$ cat config.mk
export PLATFORM = sky130hd
export DESIGN_NAME = user_id_enroll
export DESIGN_NICKNAME = d
export VERILOG_FILES = /design/src/rtl/user_pkg.sv /design/src/rtl/button_edge.sv /design/src/rtl/user_id_enroll.sv
export SDC_FILE = /design/constraint.sdc
export NUM_CORES = 1
export LEC_CHECK = 0
export BUFFER_PORTS_ARGS = -buffer_cell sky130_fd_sc_hd__buf_2
export CORE_MARGIN = 1
export CORE_UTILIZATION = 56
export DETAILED_ROUTE_END_ITERATION = 10
export PLACE_DENSITY = 0.77
export SYNTH_ARGS = -nofsm -noshare
export SYNTH_HDL_FRONTEND = slang
export SYNTH_HIERARCHICAL = 1
export SYNTH_SLANG_ARGS = --single-unit
$ cat constraint.sdc
create_clock -name clock -period 3.4 [get_ports clock]
set_input_delay 0.68 -clock clock [delete_from_list [all_inputs] [get_ports clock]]
set_output_delay 0.68 -clock clock [all_outputs]
set_load 0.01 [all_outputs]
$ cat src/rtl/user_pkg.sv
// Shared constants and types for the user-ID table: geometry, error codes,
// the enrollment state encoding and the reserved ID value.
package user_pkg;
    localparam int ID_W   = 16;
    localparam int DEPTH  = 8;
    localparam int ADDR_W = $clog2(DEPTH);

    localparam logic [1:0] ERR_NONE       = 2'd0;
    localparam logic [1:0] ERR_DUP        = 2'd1;
    localparam logic [1:0] ERR_FULL       = 2'd2;
    localparam logic [1:0] ERR_INCOMPLETE = 2'd3;

    localparam logic [ID_W-1:0] RESERVED_ID = 16'h0000;

    typedef enum logic [2:0] {
        ST_IDLE,
        ST_COLLECT,
        ST_SCAN,
        ST_WRITE,
        ST_DONE,
        ST_ERROR
    } state_t;
endpackage

$ cat src/rtl/button_edge.sv
// Rising-edge detector for a level button: compares the live level with a
// one-cycle-delayed copy, so a held button yields a single one-cycle event.
module button_edge (
    input  logic i_clock,
    input  logic i_rst,
    input  logic i_btn,
    output logic o_rise
);
    logic r_prev;

    always_ff @(posedge i_clock or posedge i_rst) begin
        if (i_rst) begin
            r_prev <= 1'b0;
        end else begin
            r_prev <= i_btn;
        end
    end

    assign o_rise = i_btn & ~r_prev;
endmodule

$ cat src/rtl/user_id_enroll.sv
// Enrollment writer: collects a 16-bit ID from toggle nibbles, scans the whole
// table for duplicates and the lowest free slot, then writes the ID there.
module user_id_enroll
    import user_pkg::*;
(
    input  logic              clock,
    input  logic              rst,
    input  logic [3:0]        toggle_entry,
    input  logic              enter_button,
    input  logic              commit_button,
    input  logic              cancel,
    input  logic              admin_access,
    output logic [ADDR_W-1:0] tbl_addr,
    output logic [ID_W:0]     tbl_wdata,
    output logic              tbl_we,
    input  logic [ID_W:0]     tbl_rdata,
    output logic              busy,
    output logic              green_led_enroll,
    output logic              red_led_enroll,
    output logic [1:0]        err_code,
    output logic [ADDR_W-1:0] assigned_slot
);
    localparam int CW = ADDR_W + 1;

    state_t            r_state;
    logic [ID_W-1:0]   r_entered;
    logic [2:0]        r_count;
    logic [CW-1:0]     r_cnt;
    logic              r_dup;
    logic              r_free_found;
    logic [ADDR_W-1:0] r_free_slot;

    logic w_enter_rise;
    logic w_commit_rise;
    logic w_enter_ev;
    logic w_abort;
    logic w_cmp_en;
    logic w_last;
    logic w_hit;
    logic w_free;
    logic w_dup_all;
    logic w_free_all;
    logic [ADDR_W-1:0] w_cmp_idx;
    logic [ADDR_W-1:0] w_slot_all;

    button_edge u_enter_edge (
        .i_clock (clock),
        .i_rst   (rst),
        .i_btn   (enter_button),
        .o_rise  (w_enter_rise)
    );

    button_edge u_commit_edge (
        .i_clock (clock),
        .i_rst   (rst),
        .i_btn   (commit_button),
        .o_rise  (w_commit_rise)
    );

    // A commit edge swallows a coincident enter edge.
    assign w_enter_ev = w_enter_rise & ~w_commit_rise;
    assign w_abort    = cancel | ~admin_access;

    // r_cnt counts SCAN cycles; read data for address r_cnt-1 is present now.
    assign w_cmp_en   = (r_state == ST_SCAN) && (r_cnt != '0);
    assign w_last     = (r_state == ST_SCAN) && (r_cnt == CW'(DEPTH));
    assign w_cmp_idx  = r_cnt[ADDR_W-1:0] - ADDR_W'(1);
    assign w_hit      = w_cmp_en && tbl_rdata[ID_W] && (tbl_rdata[ID_W-1:0] == r_entered);
    assign w_free     = w_cmp_en && !tbl_rdata[ID_W];
    assign w_dup_all  = r_dup | w_hit;
    assign w_free_all = r_free_found | w_free;
    assign w_slot_all = r_free_found ? r_free_slot : w_cmp_idx;

    always_ff @(posedge clock or posedge rst) begin
        if (rst) begin
            r_state          <= ST_IDLE;
            r_entered        <= '0;
            r_count          <= '0;
            r_cnt            <= '0;
            r_dup            <= 1'b0;
            r_free_found     <= 1'b0;
            r_free_slot      <= '0;
            tbl_addr         <= '0;
            tbl_wdata        <= '0;
            tbl_we           <= 1'b0;
            busy             <= 1'b0;
            green_led_enroll <= 1'b0;
            red_led_enroll   <= 1'b0;
            err_code         <= ERR_NONE;
            assigned_slot    <= '0;
        end else begin
            tbl_we <= 1'b0;
            // A write already under way is never interrupted.
            if (r_state != ST_WRITE && w_abort) begin
                r_state          <= ST_IDLE;
                r_count          <= '0;
                busy             <= 1'b0;
                green_led_enroll <= 1'b0;
                red_led_enroll   <= 1'b0;
                err_code         <= ERR_NONE;
                assigned_slot    <= '0;
            end else begin
                case (r_state)
                    ST_IDLE: begin
                        r_count <= '0;
                        if (w_enter_ev) begin
                            r_entered <= {{(ID_W-4){1'b0}}, toggle_entry};
                            r_count   <= 3'd1;
                            r_state   <= ST_COLLECT;
                        end
                    end
                    ST_COLLECT: begin
                        if (w_commit_rise) begin
                            if (r_count < 3'd4 || r_entered == RESERVED_ID) begin
                                r_state        <= ST_ERROR;
                                red_led_enroll <= 1'b1;
                                err_code       <= ERR_INCOMPLETE;
                            end else begin
                                r_state      <= ST_SCAN;
                                busy         <= 1'b1;
                                r_cnt        <= '0;
                                tbl_addr     <= '0;
                                r_dup        <= 1'b0;
                                r_free_found <= 1'b0;
                                r_free_slot  <= '0;
                            end
                        end else if (w_enter_ev) begin
                            r_entered <= {r_entered[ID_W-5:0], toggle_entry};
                            if (r_count < 3'd4) begin
                                r_count <= r_count + 3'd1;
                            end
                        end
                    end
                    ST_SCAN: begin
                        r_cnt        <= r_cnt + CW'(1);
                        r_dup        <= w_dup_all;
                        r_free_found <= w_free_all;
                        r_free_slot  <= w_slot_all;
                        if (r_cnt < CW'(DEPTH - 1)) begin
                            tbl_addr <= r_cnt[ADDR_W-1:0] + ADDR_W'(1);
                        end
                        if (w_last) begin
                            if (w_dup_all) begin
                                r_state        <= ST_ERROR;
                                busy           <= 1'b0;
                                red_led_enroll <= 1'b1;
                                err_code       <= ERR_DUP;
                            end else if (!w_free_all) begin
                                r_state        <= ST_ERROR;
                                busy           <= 1'b0;
                                red_led_enroll <= 1'b1;
                                err_code       <= ERR_FULL;
                            end else begin
                                r_state   <= ST_WRITE;
                                tbl_we    <= 1'b1;
                                tbl_addr  <= w_slot_all;
                                tbl_wdata <= {1'b1, r_entered};
                            end
                        end
                    end
                    ST_WRITE: begin
                        r_state          <= ST_DONE;
                        busy             <= 1'b0;
                        green_led_enroll <= 1'b1;
                        assigned_slot    <= r_free_slot;
                    end
                    ST_DONE, ST_ERROR: begin
                        if (w_enter_ev) begin
                            r_state          <= ST_COLLECT;
                            r_entered        <= {{(ID_W-4){1'b0}}, toggle_entry};
                            r_count          <= 3'd1;
                            green_led_enroll <= 1'b0;
                            red_led_enroll   <= 1'b0;
                            err_code         <= ERR_NONE;
                            assigned_slot    <= '0;
                        end
                    end
                    default: r_state <= ST_IDLE;
                endcase
            end
        end
    end
endmodule

## After elaboration in Yosys (flattened, before gate mapping)

Cells that the tools add are included.

| operators by class | value |
|---|---|
| bitwise operators | 12 |
| reduce and logical (&&, ||, !) cells | 27 |
| add/sub/neg operators | 4 |
| order comparisons | 2 |
| eq/ne operators | 23 |
| mux-type cells | 67 |

Operators by type and width:

| cell | count |
|---|---|
| 3-bit two-way mux | 20 |
| 16-bit two-way mux | 3 |
| 16-bit case mux with 2 select lines | 1 |
| 1-bit two-way mux | 22 |
| 3-bit != test (second input constant) | 7 |
| 5-bit AND reduction | 4 |
| 3-bit case mux with 2 select lines | 3 |
| 16-bit == test | 1 |
| 16-bit logical NOT | 1 |
| 4-bit nonzero test | 4 |
| 2-bit two-way mux | 7 |
| 3-bit case mux with 4 select lines | 1 |
| 3-bit case mux with 3 select lines | 1 |
| 4-bit two-way mux | 2 |
| 2-bit != test (second input constant) | 4 |
| 4-bit case mux with 2 select lines | 1 |
| 3-bit by 1-bit adder with 3-bit output (second input constant) | 2 |
| 3-bit by 2-bit == test with 1-bit output (second input constant) | 2 |
| 3-bit == test (second input constant) | 2 |
| 1-bit logical AND | 6 |
| 3-bit by 2-bit != test with 1-bit output (second input constant) | 2 |
| 1-bit NOT | 6 |
| 1-bit case mux with 2 select lines | 3 |
| 1-bit case mux with 3 select lines | 2 |
| other kinds (23) | 28 |

| storage, ports and cells | value |
|---|---|
| output and inout port bits | 29 |
| input bits | 27 |
| register bits after elaboration | 62 |

## Logic depth before layout (Yosys ltp)

Gate-level depths: netlist of run 1.

| depth | value |
|---|---|
| depth after elaboration | 9 |
| gate-level depth with buffers | 9 |
| gate-level depth less buffers | 8 |

## Modules after synthesis

The synthesis of run 1 kept the hierarchy.

Modules (own cells, without submodules):

| module | area each (um^2) | seq. area each (um^2) | cells each | instances |
|---|---|---|---|---|
| user_id_enroll | 3,145.5 | 1,501.4 | 306 | 1 |
| button_edge | 42.5 | 25.0 | 3 | 2 |

## Worst setup path after synthesis of run 1

No wires, ideal clock.

| timing | value |
|---|---|
| kind | register to register |
| start point | reg r_cnt[0] |
| end point | reg tbl_wdata[10] |
| arrival time | 2.313 ns |
| setup slack | 0.962 ns |
| stages on the path, launching flop included | 10 |
| clock period less this slack | 2.438 ns |
| cells stage by stage | dfrtp_1 inv_1 ha_1 nor2b_1 a21oi_2 o21ai_1 a22oi_2 nor4_4 buf_6 mux2_4 |

| on the way | value |
|---|---|
| cells in the longest elaborated chain, start to end | 7 |

RTL lines:

| element | RTL line | source |
|---|---|---|
| start, declared | user_id_enroll.sv:28 | `logic [CW-1:0] r_cnt;` |
| start signal, assigned | user_id_enroll.sv:135 | `r_cnt <= r_cnt + CW'(1);` |
| 4-bit nonzero test | user_id_enroll.sv:65 | `assign w_cmp_en = (r_state == ST_SCAN) && (r_cnt != '0);` |
| 1-bit logical AND | user_id_enroll.sv:65 |  |
| 1-bit logical AND (2 in a row) | user_id_enroll.sv:68 | `assign w_hit = w_cmp_en && tbl_rdata[ID_W] && (tbl_rdata[ID_W-1:0] == r_entered);` |
| 1-bit bitwise OR | user_id_enroll.sv:70 | `assign w_dup_all = r_dup \| w_hit;` |
| 1-bit NOT (no source line) | - |  |
| 5-bit AND reduction (no source line) * | - |  |
| end signal, assigned | user_id_enroll.sv:157 | `tbl_wdata <= {1'b1, r_entered};` |
| end, declared | user_id_enroll.sv:14 | `output logic [ID_W:0] tbl_wdata,` |

Mark *: on every way between the ends. The rest lies on a longest branch, timed or not.
A chain may end at the register's enable or synchronous reset.

## Worst setup path in the final report of run 1

| timing | value |
|---|---|
| start point | reg r_entered[2] |
| end point | reg r_dup |

| on the way | value |
|---|---|
| cells in the longest elaborated chain, start to end | 4 |

RTL lines:

| element | RTL line | source |
|---|---|---|
| start, declared | user_id_enroll.sv:26 | `logic [ID_W-1:0] r_entered;` |
| start signal, assigned | user_id_enroll.sv:107 | `r_entered <= {{(ID_W-4){1'b0}}, toggle_entry};` |
| start signal, assigned | user_id_enroll.sv:128 | `r_entered <= {r_entered[ID_W-5:0], toggle_entry};` |
| start signal, assigned | user_id_enroll.sv:170 | `r_entered <= {{(ID_W-4){1'b0}}, toggle_entry};` |
| 16-bit == test or 16-bit logical NOT (tied branches) | user_id_enroll.sv:68, user_id_enroll.sv:114 |  |
| 1-bit logical AND or 1-bit logical OR (tied branches) | user_id_enroll.sv:68, user_id_enroll.sv:114 |  |
| 1-bit bitwise OR or 2-bit != test (tied branches) | - |  |
| 1-bit case mux with 2 select lines or 4-bit AND reduction (tied branches) | - |  |
| end signal, assigned | user_id_enroll.sv:136 | `r_dup <= w_dup_all;` |
| end, declared | user_id_enroll.sv:29 | `logic r_dup;` |

Several ways; a longest one is shown, not always the timed one.

==> run_results.csv, run 1 <==
group,metric,value,unit
logic_synthesis,synth-edff-count,0,
timing,finalSetupViolations,0,
placement,placed_cells,429,
cts,ctsHtreeMaxLevel,3,
floorplanning,ios,56,
cts,cts_tree,"built",
cts,cts.sinks,62,
cells_and_area,antennaDiodeCount,0,
timing,fmax,0.378,GHz
logic_synthesis,syn_area_per_cell,10.4,um2
logic_synthesis,ys_top_cells_by_area,"dfrtp_1 48%, mux2_2 4.9%, o21ai_0 4.5%, nand2_1 4.4%, xnor2_1 3.8%",
min_path,min_path_type,"in2async",
setup_path,reg2reg_depth,5,
power,power_density,418,nW/um2
setup_path,crit_arrival,2.88,ns
logic_synthesis,synth_area_leader_cell,"dfrtp_1",
setup_path,start_kind,"flip-flop",
cts,clkSlewWorstSetupHoldPaths,0.07,ns
detailed_routing,via_per_inst,5.66,
cells_and_area,stdcell_area,3730,um2
timing,hold_viol,0,
floorplanning,fp-row-count,27,
grt,antenna_found_initial,0,
cts,cts-root-buf,"clkbuf_8",
timing,period_minus_slack,2.64,ns
timing,fin_skew,0.0128,ns
timing,rsz0062_at_grt,"no",
cells_and_area,areaGrowthSynthToFinish,15.4,%
placement,numPortBuffers,55,
floorplanning,coreArea,5540,um2
logic_synthesis,synth_cell_types,54,
cts,clock_path_buffers,2,
grt,grt_pass1_vias,2427,
floorplanning,die_w,78.0,um
logic_synthesis,synth_area,3230,um2
detailed_routing,first_iter_violations,209,
detailed_routing,first_pass_iters,4,
detailed_routing,route.detailed.drc,0,
setup_path,criticalPathCategory,"reg2reg",
timing,finalCritPeriodShare,77.8,%
timing,relSlewSlack,38.8,%
cells_and_area,drive_gt1_share,29.8,%
placement,dpl_cell_area,3550,um2
timing,drv_slew,0,
grt,grt_overflow,0,
detailed_routing,drtAntennaViolNets,0,
cts,cts-buffers-inserted,9,
setup_path,critPathCaptureType,"flip-flop",
setup_path,critPathRequiredTime,3.64,ns
placement,hpwl,4.94,mm
grt,grt_max_degree,35,
placement,gp_congestion,0.827,
floorplanning,die_y,78.0,um
timing,tns,0,ns
floorplanning,initial_core_util,58.3,%
setup_path,crit_buf_inv,0,
setup_path,path_depth,5,
setup_path,crit_path_cell_trace,"or4_4 > o41ai_4 > nor3b_1 > nor2_2 > mux2_2",
timing,max_slew.worst_pin.slew,0.915,ns
cts,postCtsSetupBuffers,0,
cts,cts_hold_buf,0,
cts,cts_resized,0,
logic_synthesis,seq_area_frac_synth,48.0,%
floorplanning,die-area,6080,um2
cells_and_area,stdcell_count,444,
cts,worstSkewPairLatency,0.35,ns
power,p_leak,1.81,nW
logic_synthesis,ys_ff_latch,62,
setup_path,cp_top_family,"simple AND/OR/NAND/NOR gates",
setup_path,slowest_delay,0.58,ns
logic_synthesis,yosys_warnings,6,
power,peakVddDrop,0.337,mV
logic_synthesis,yosysTopAreaCellShare,48.0,%
grt,globalRouteTotalUtil,25.8,%
run,maxCapViolations,0,
setup_path,slowest_stage,"o41ai_4",
detailed_routing,num_vias,2514,
logic_synthesis,synthArstFlopShare,100,%
cells_and_area,finish.net_count,398,
setup_path,crit_fanout,12,
logic_synthesis,synth_nets,342,
cells_and_area,fin_util,67.3,%
status,status,"completed",
detailed_routing,routedWlPerCell,15.7,um
logic_synthesis,synth_cells,312,
grt,grt_pass1_wl,11.9,mm
detailed_routing,wl,6.98,mm
logic_synthesis,synthFlopType,"dfrtp_1",
## cell usage in the layout (no fill, tap or decap), types with 8 or more instances in the layout
cell type,Yosys,routed
dfrtp_1,62,62
buf_2,1,55
nand2_1,38,38
o21ai_0,29,29
xnor2_1,14,14
nor2_1,14,14
mux2_2,14,14
a21oi_1,10,10
inv_1,11,10
clkbuf_8,0,9
nor2b_1,8,8
nand3_1,8,8
## routing by layer
layer  track usage, %  vias up  routed length, um
met5                0        -                  0
met4             9.63        0                106
met3             8.59       14                408
met2             38.5       80               3250
met1             35.2     1214               3210
li1                 -     1206                  -
## metrics by stage
| stage | hold slack, ns | total power (W) | setup WS (ns) |
|---|---|---|---|
| finish | 0.182 | 0.00156 | 0.755 |
| global route | 0.175 | 0.00162 | 0.581 |
| CTS | 0.160 | 0.00157 | 0.805 |
| detailed placement | 0.447 | 0.000954 | 0.810 |
| global placement | 0.442 | 0.000950 | 0.856 |
| floorplan | 0.409 | 0.000904 | 0.962 |
## synthesized netlist by cell type (all sizes together), types with 5 or more instances
library cell,number
nand4,6
nor3,6
nor2b,10
a21o,6
buf,5
xnor2,14
inv,11
o21ai,34
mux2,21
nor2,15
dfrtp,62
nand2b,6
nand3,8
a21oi,11
nand2,38
clkbuf,9
## logic make-up after synthesis
| kind of cell | count (synthesis) | synth area share, % |
|---|---|---|
| AO/OA/AOI/OAI | 72 | 14.5 |
| buffers and inverters | 25 | 3.68 |
| AND/OR/NAND/NOR | 109 | 18.9 |
| multiplexers | 25 | 9.37 |
| flip-flops | 62 | 48.0 |
| adder cells (fa/ha/maj) | 3 | 1.16 |
| XOR/XNOR | 16 | 4.34 |
## flip-flops by register name, indices dropped and copies added, names as in the netlist
| register | cells |
|---|---|
| u_commit_edge/r_prev | 1 |
| r_dup | 1 |
| assigned_slot | 3 |
| tbl_wdata | 17 |
| r_free_slot | 3 |
| err_code | 2 |
| green_led_enroll | 1 |
| tbl_we | 1 |
| r_cnt | 4 |
| red_led_enroll | 1 |
| busy | 1 |
| u_enter_edge/r_prev | 1 |
| r_free_found | 1 |
| r_count | 3 |
| r_entered | 16 |
| tbl_addr | 3 |
| r_state | 3 |
## power breakdown
group / switching, W / leakage, nW / internal, W
sequential: 0.0000360 / 0.842 / 0.000761
combinational: 0.0000730 / 0.874 / 0.0000696
clock: 0.000285 / 0.0931 / 0.000334
total: 0.000394 / 1.81 / 0.00116
## layout make-up
type	count	area (um2)
repair buffers	59	305
well taps	72	90.1
clock buffers	11	131
multi-input cells	225	1560
fillers	454	1810
clock inverters	4	48.8
inverters	11	41.3
flip-flops and latches	62	1550
## final timing paths
path	start	slack, ns	endpoint
hold reg to reg	tbl_wdata[16]	0.46	tbl_wdata[16]
max in group asynchronous	rst	2.23	tbl_wdata[13]
setup reg to reg	r_entered[2]	0.76	r_dup
min in group clock	enter_button	0.45	u_enter_edge/r_prev
setup / recovery	r_entered[2]	0.76	r_dup
hold / removal	rst	0.18	u_commit_edge/r_prev
No activity file was read; power rests on OpenSTA's default activity.
==> run 2: changes to the inputs <==
Clock period 3.4 ns to 2.45 ns, I/O delays scaled along.
==> run_results.csv, run 2 (synthesis gave the netlist of run 1 again) <==
group,metric,value,unit
setup_path,crit_arrival,2.55,ns
grt,grt_overflow,0,
setup_path,crit_path_cell_trace,"inv_1 > ha_1 > nor2b_2 > a21oi_2 > o21ai_1 > a22oi_2 > nor4_4 > buf_12 > mux2_2",
timing,max_slew.worst_pin.slew,0.586,ns
setup_path,slowest_delay,0.43,ns
setup_path,reg2reg_depth,9,
cts,clock_path_buffers,2,
timing,fin_skew,0.00997,ns
run,maxCapViolations,0,
timing,hold_viol,0,
cells_and_area,ff_latch_area,1550,um2
cts,clkSlewWorstSetupHoldPaths,0.08,ns
setup_path,critPathCaptureType,"flip-flop",
power,switching_power,0.000587,W
cells_and_area,finish.net_count,416,
cells_and_area,reg.largest.list,"tbl_wdata: 17 flops, r_entered: 16 flops, r_cnt: 4 flops",
setup_path,startpoint,"r_cnt[1]",
cells_and_area,drive_gt1_share,33.8,%
detailed_routing,routedWlPerCell,15.4,um
timing,relSlewSlack,60.9,%
timing,drv_slew,0,
detailed_routing,first_iter_violations,237,
floorplanning,initial_core_util,58.3,%
placement,gp_congestion,0.845,
cells_and_area,largest_register_ffs,17,
power,p_clk_share,41.2,%
cts,cts.sinks,62,
timing,period_minus_slack,2.31,ns
cts,worstSkewPairLatency,0.35,ns
setup_path,critPathRequiredTime,2.69,ns
power,power_density,576,nW/um2
min_path,min_path_type,"in2reg",
timing,rsz0062_at_grt,"no",
cts,cts-root-buf,"clkbuf_8",
detailed_routing,via_per_inst,5.59,
floorplanning,fp-row-count,27,
floorplanning,coreArea,5540,um2
cells_and_area,layout_common_cells,"62 x dfrtp_1, 55 x buf_2, 38 x nand2_1",
floorplanning,die_y,78.0,um
setup_path,rrSetupSlack,0.14,ns
power,swShare,26.0,%
power,p_total,0.00226,W
detailed_routing,first_pass_iters,4,
cells_and_area,largest_register,"tbl_wdata",
placement,hpwl,5.24,mm
timing,finalSetupViolations,0,
setup_path,criticalPathCategory,"reg2reg",
grt,globalRouteTotalUtil,26.4,%
cells_and_area,multi_input_area,1560,um2
cts,cts-buffers-inserted,9,
timing,worst_hold_slack,0.263,ns
detailed_routing,wl,7.15,mm
power,p_seq_share,48.4,%
cts,ctsHtreeMaxLevel,3,
detailed_routing,route.detailed.drc,0,
floorplanning,die-area,6080,um2
setup_path,slowest_stage,"dfrtp_1",
grt,antenna_found_initial,0,
timing,fmax,0.433,GHz
grt,grt_pass1_vias,2511,
cells_and_area,areaGrowthSynthToFinish,21.4,%
setup_path,start_kind,"flip-flop",
setup_path,r2r-start,"r_cnt[1]",
placement,numPortBuffers,55,
power,p_comb_share,10.4,%
floorplanning,die_w,78.0,um
detailed_routing,num_vias,2588,
detailed_routing,drtAntennaViolNets,0,
timing,finalCritPeriodShare,94.2,%
timing,tns,0,ns
cts,cts_tree,"built",
grt,grt_max_degree,35,
cells_and_area,fillCellCount,431,
power,p_int,0.00167,W
cells_and_area,final_common_cell,"dfrtp_1",
setup_path,r2r-end,"tbl_wdata[1]",
floorplanning,ios,56,
power,p_leak,1.91,nW
power,peakVddDrop,0.428,mV
status,status,"completed",
cells_and_area,antennaDiodeCount,0,
setup_path,crit_fanout,19,
grt,grt_pass1_wl,12.2,mm
setup_path,crit_end,"tbl_wdata[1]",
==> run 2: cell types whose count changed in the layout (fill, tap and decap cells not counted) <==
cell,change
clkinv_2,-2
clkbuf_8,+1
buf_4,+15
clkinvlp_4,+3
dlygate4sd3_1,+1
nor2b_2,+1
nor2b_1,-1
clkbuf_1,-2
inv_6,+1
buf_12,+2
==> run 2: worst max-delay path, delay by kind of cell (launching register included) <==
kind,cells,cell delay [ns]
AND/OR/NAND/NOR,2,0.52
AO/OA/AOI/OAI,3,0.37
multiplexers,1,0.35
flip-flops,1,0.43
buffers and inverters,2,0.29
adder cells (fa/ha/maj),1,0.23
==> run 2: final cells by class <==
cell class,instances,area share [%]
Clock buffer,10,3.51
Clock inverter,6,1.79
Inverter,11,1.05
Multi-Input combinational cell,225,39.9
Sequential cell,62,39.6
Tap cell,72,2.30
Timing Repair Buffer,77,11.9
==> run 2: metrics by stage <==
step           cell area (um2)  util, %  instances  setup slack, ns
5_1_grt                   3920     70.8        463          0.00671
6_report                  3920     70.8        463            0.142
3_3_place_gp              3700     66.8        446            0.187
4_1_cts                   3920     70.7        463           0.0932
2_1_floorplan             3230        -        312           0.0121
3_5_place_dp              3700     66.8        446            0.124
==> run 2: how the worst min path moves through the flow <==
stage             startpoint              endpoint  slack, ns  cells after the start
2_1_floorplan            rst  u_commit_edge/r_prev       0.22                      1
3_3_place_gp             rst   u_enter_edge/r_prev       0.35                      2
3_5_place_dp             rst  u_commit_edge/r_prev       0.36                      2
4_1_cts        commit_button  u_commit_edge/r_prev       0.25                      1
5_1_grt         enter_button   u_enter_edge/r_prev       0.25                      1
6_report       commit_button  u_commit_edge/r_prev       0.26                      1
==> run 2: power by group through the flow <==
stage / clock network (W) / logic, W / registers (W)
after CTS: 0.000949 / 0.000238 / 0.00109
after detailed placement: 0 / 0.000236 / 0.00111
after global routing: 0.000999 / 0.000259 / 0.00110
after global placement: 0 / 0.000228 / 0.00111
after floorplan: 0 / 0.000148 / 0.00111
final: 0.000931 / 0.000235 / 0.00109
==> run 2: timing repair <==
item                                    CTS  global route
endpoints found under the setup margin    0            16
resized for setup                         0             1
setup buffers                             0             0
endpoints found under the hold margin     2             0
hold buffers                              1             0
==> run 2: per-layer routing <==
metal	global-route usage, %	share of wire, %	wire (um)	vias to the layer above
li1	-	-	-	1245
met1	34.3	44	3140	1257
met2	42.7	50	3580	76
met3	7.76	5.0	355	10
met4	7.78	0.96	69	0
met5	0	0	0	-
==> run 3: changes to the inputs <==
Settings changed: CELL_PAD_IN_SITES_DETAIL_PLACEMENT from default to 0, CELL_PAD_IN_SITES_GLOBAL_PLACEMENT from default to 2, CORE_UTILIZATION 56 to 37, CTS_BUF_LIST from default to sky130_fd_sc_hd__clkbuf_8, GPL_TIMING_DRIVEN from default to 1, PLACE_DENSITY 0.77 to 0.79.
==> run_results.csv, run 3 (synthesis gave the netlist of run 1 again) <==
group,metric,value,unit
min_path,hold_depth,1,
floorplanning,die_w,95.4,um
cells_and_area,layout_common_cells,"62 x dfrtp_1, 55 x buf_2, 38 x nand2_1",
power,p_leak,1.93,nW
detailed_routing,drtAntennaViolNets,0,
placement,numPortBuffers,55,
status,status,"completed",
floorplanning,die_y,95.4,um
cells_and_area,areaGrowthSynthToFinish,22.7,%
floorplanning,ios,56,
grt,grt_pass1_wl,12.8,mm
setup_path,critPathCaptureType,"flip-flop",
timing,finalSetupViolations,0,
power,peakVddDrop,0.321,mV
run,maxCapViolations,0,
timing,period_minus_slack,2.32,ns
setup_path,crit_arrival,2.55,ns
min_path,min_path_type,"in2reg",
power,p_clk_share,42.1,%
setup_path,crit_fanout,18,
timing,rsz0062_at_grt,"no",
cells_and_area,reg.largest.list,"tbl_wdata: 17 flops, r_entered: 16 flops, r_cnt: 4 flops",
grt,grt_overflow,0,
detailed_routing,first_pass_iters,4,
floorplanning,initial_core_util,38.7,%
detailed_routing,first_iter_violations,90,
cts,clkSlewWorstSetupHoldPaths,0.07,ns
floorplanning,die-area,9110,um2
cells_and_area,drive_gt1_share,33.5,%
timing,finalCritPeriodShare,94.8,%
setup_path,critPathRequiredTime,2.68,ns
grt,grt_max_degree,61,
cts,clock_path_buffers,2,
power,swShare,24.5,%
detailed_routing,via_per_inst,5.03,
cts,cts_tree,"built",
cells_and_area,antennaDiodeCount,0,
grt,globalRouteTotalUtil,18.9,%
floorplanning,fp-row-count,33,
cells_and_area,finish.net_count,417,
detailed_routing,num_vias,2496,
setup_path,start_kind,"flip-flop",
timing,relSlewSlack,67.3,%
timing,tns,0,ns
cts,cts-buffers-inserted,9,
placement,hpwl,5.43,mm
grt,antenna_found_initial,0,
power,p_total,0.00229,W
power,switching_power,0.000562,W
floorplanning,coreArea,8340,um2
detailed_routing,route.detailed.drc,0,
cells_and_area,final_common_cell,"dfrtp_1",
timing,max_slew.worst_pin.slew,0.487,ns
timing,drv_slew,0,
cts,cts-root-buf,"clkbuf_8",
power,power_density,577,nW/um2
timing,hold_viol,0,
cts,ctsHtreeMaxLevel,3,
grt,grt_pass1_vias,2455,
setup_path,reg2reg_depth,8,
timing,fmax,0.431,GHz
timing,fin_skew,0.00854,ns
detailed_routing,wl,7.61,mm
placement,gp_congestion,0.802,
setup_path,criticalPathCategory,"reg2reg",
cts,worstSkewPairLatency,0.34,ns
power,p_seq_share,48.1,%
power,p_comb_share,9.7,%
detailed_routing,routedWlPerCell,15.3,um
power,p_int,0.00173,W
cts,cts.sinks,62,
cells_and_area,largest_register_ffs,17,
cells_and_area,largest_register,"tbl_wdata",
## run 3: critical path: stages, from the launching register on
cell     delay [ns]
dfrtp_1        0.52
or3b_1         0.51
a21oi_2        0.23
o21ai_1        0.12
a22oi_2        0.24
nor4_4         0.08
buf_12         0.17
buf_4          0.14
or2_1          0.19
## run 3: through the flow
stage | hold slack [ns] | instances | instance area (um2) | util [%] | setup WS [ns]
finish | 0.267 | 496 | 3970 | 47.5 | 0.128
global route | 0.260 | 496 | 3970 | 47.5 | 0.00209
CTS | 0.251 | 495 | 3960 | 47.4 | 0.0787
detailed placement | 0.354 | 479 | 3740 | 44.9 | 0.0965
global placement | 0.352 | 479 | 3740 | 44.9 | 0.110
floorplan | 0.219 | 312 | 3230 | - | 0.0121
## run 3: power by group through the flow
stage / Clock (W) / Sequential [W] / Combinational (W)
global route: 0.00103 / 0.00111 / 0.000250
CTS: 0.000992 / 0.00110 / 0.000228
global placement: 0 / 0.00112 / 0.000225
detailed placement: 0 / 0.00112 / 0.000226
floorplan: 0 / 0.00111 / 0.000148
finish: 0.000964 / 0.00110 / 0.000223
## run 3: per-layer routing
metal	vias up	share of wire, %	track usage (%)
met2	51	47	29.5
met5	-	0	0
met1	1187	48	25.7
met3	12	3.1	3.35
met4	0	1.8	8.21
li1	1246	-	-
## run 3: what timing repair did
item,CTS,global route
resized for setup,0,1
setup endpoints to repair,0,16
setup buffers,0,1
hold buffers,1,0
hold endpoints to repair,2,0
## run 3: path summary, 6_finish.rpt
check	start	to	slack (ns)
setup / recovery	r_state[0]	tbl_wdata[16]	0.13
hold / removal	commit_button	u_commit_edge/r_prev	0.27
setup reg to reg	r_state[0]	tbl_wdata[16]	0.13
hold reg to reg	tbl_wdata[16]	tbl_wdata[16]	0.47
max in group asynchronous	rst	r_entered[4]	1.41
min in group asynchronous	rst	u_commit_edge/r_prev	0.55
## run 3: area by class of cell
| type | instances | area (um2) |
|---|---|---|
| inverters | 11 | 41.3 |
| clock buffers | 9 | 124 |
| well taps | 105 | 131 |
| repair buffers | 78 | 475 |
| flip-flops and latches | 62 | 1550 |
| fillers | 789 | 4380 |
| multi-input cells | 225 | 1560 |
| clock inverters | 6 | 78.8 |
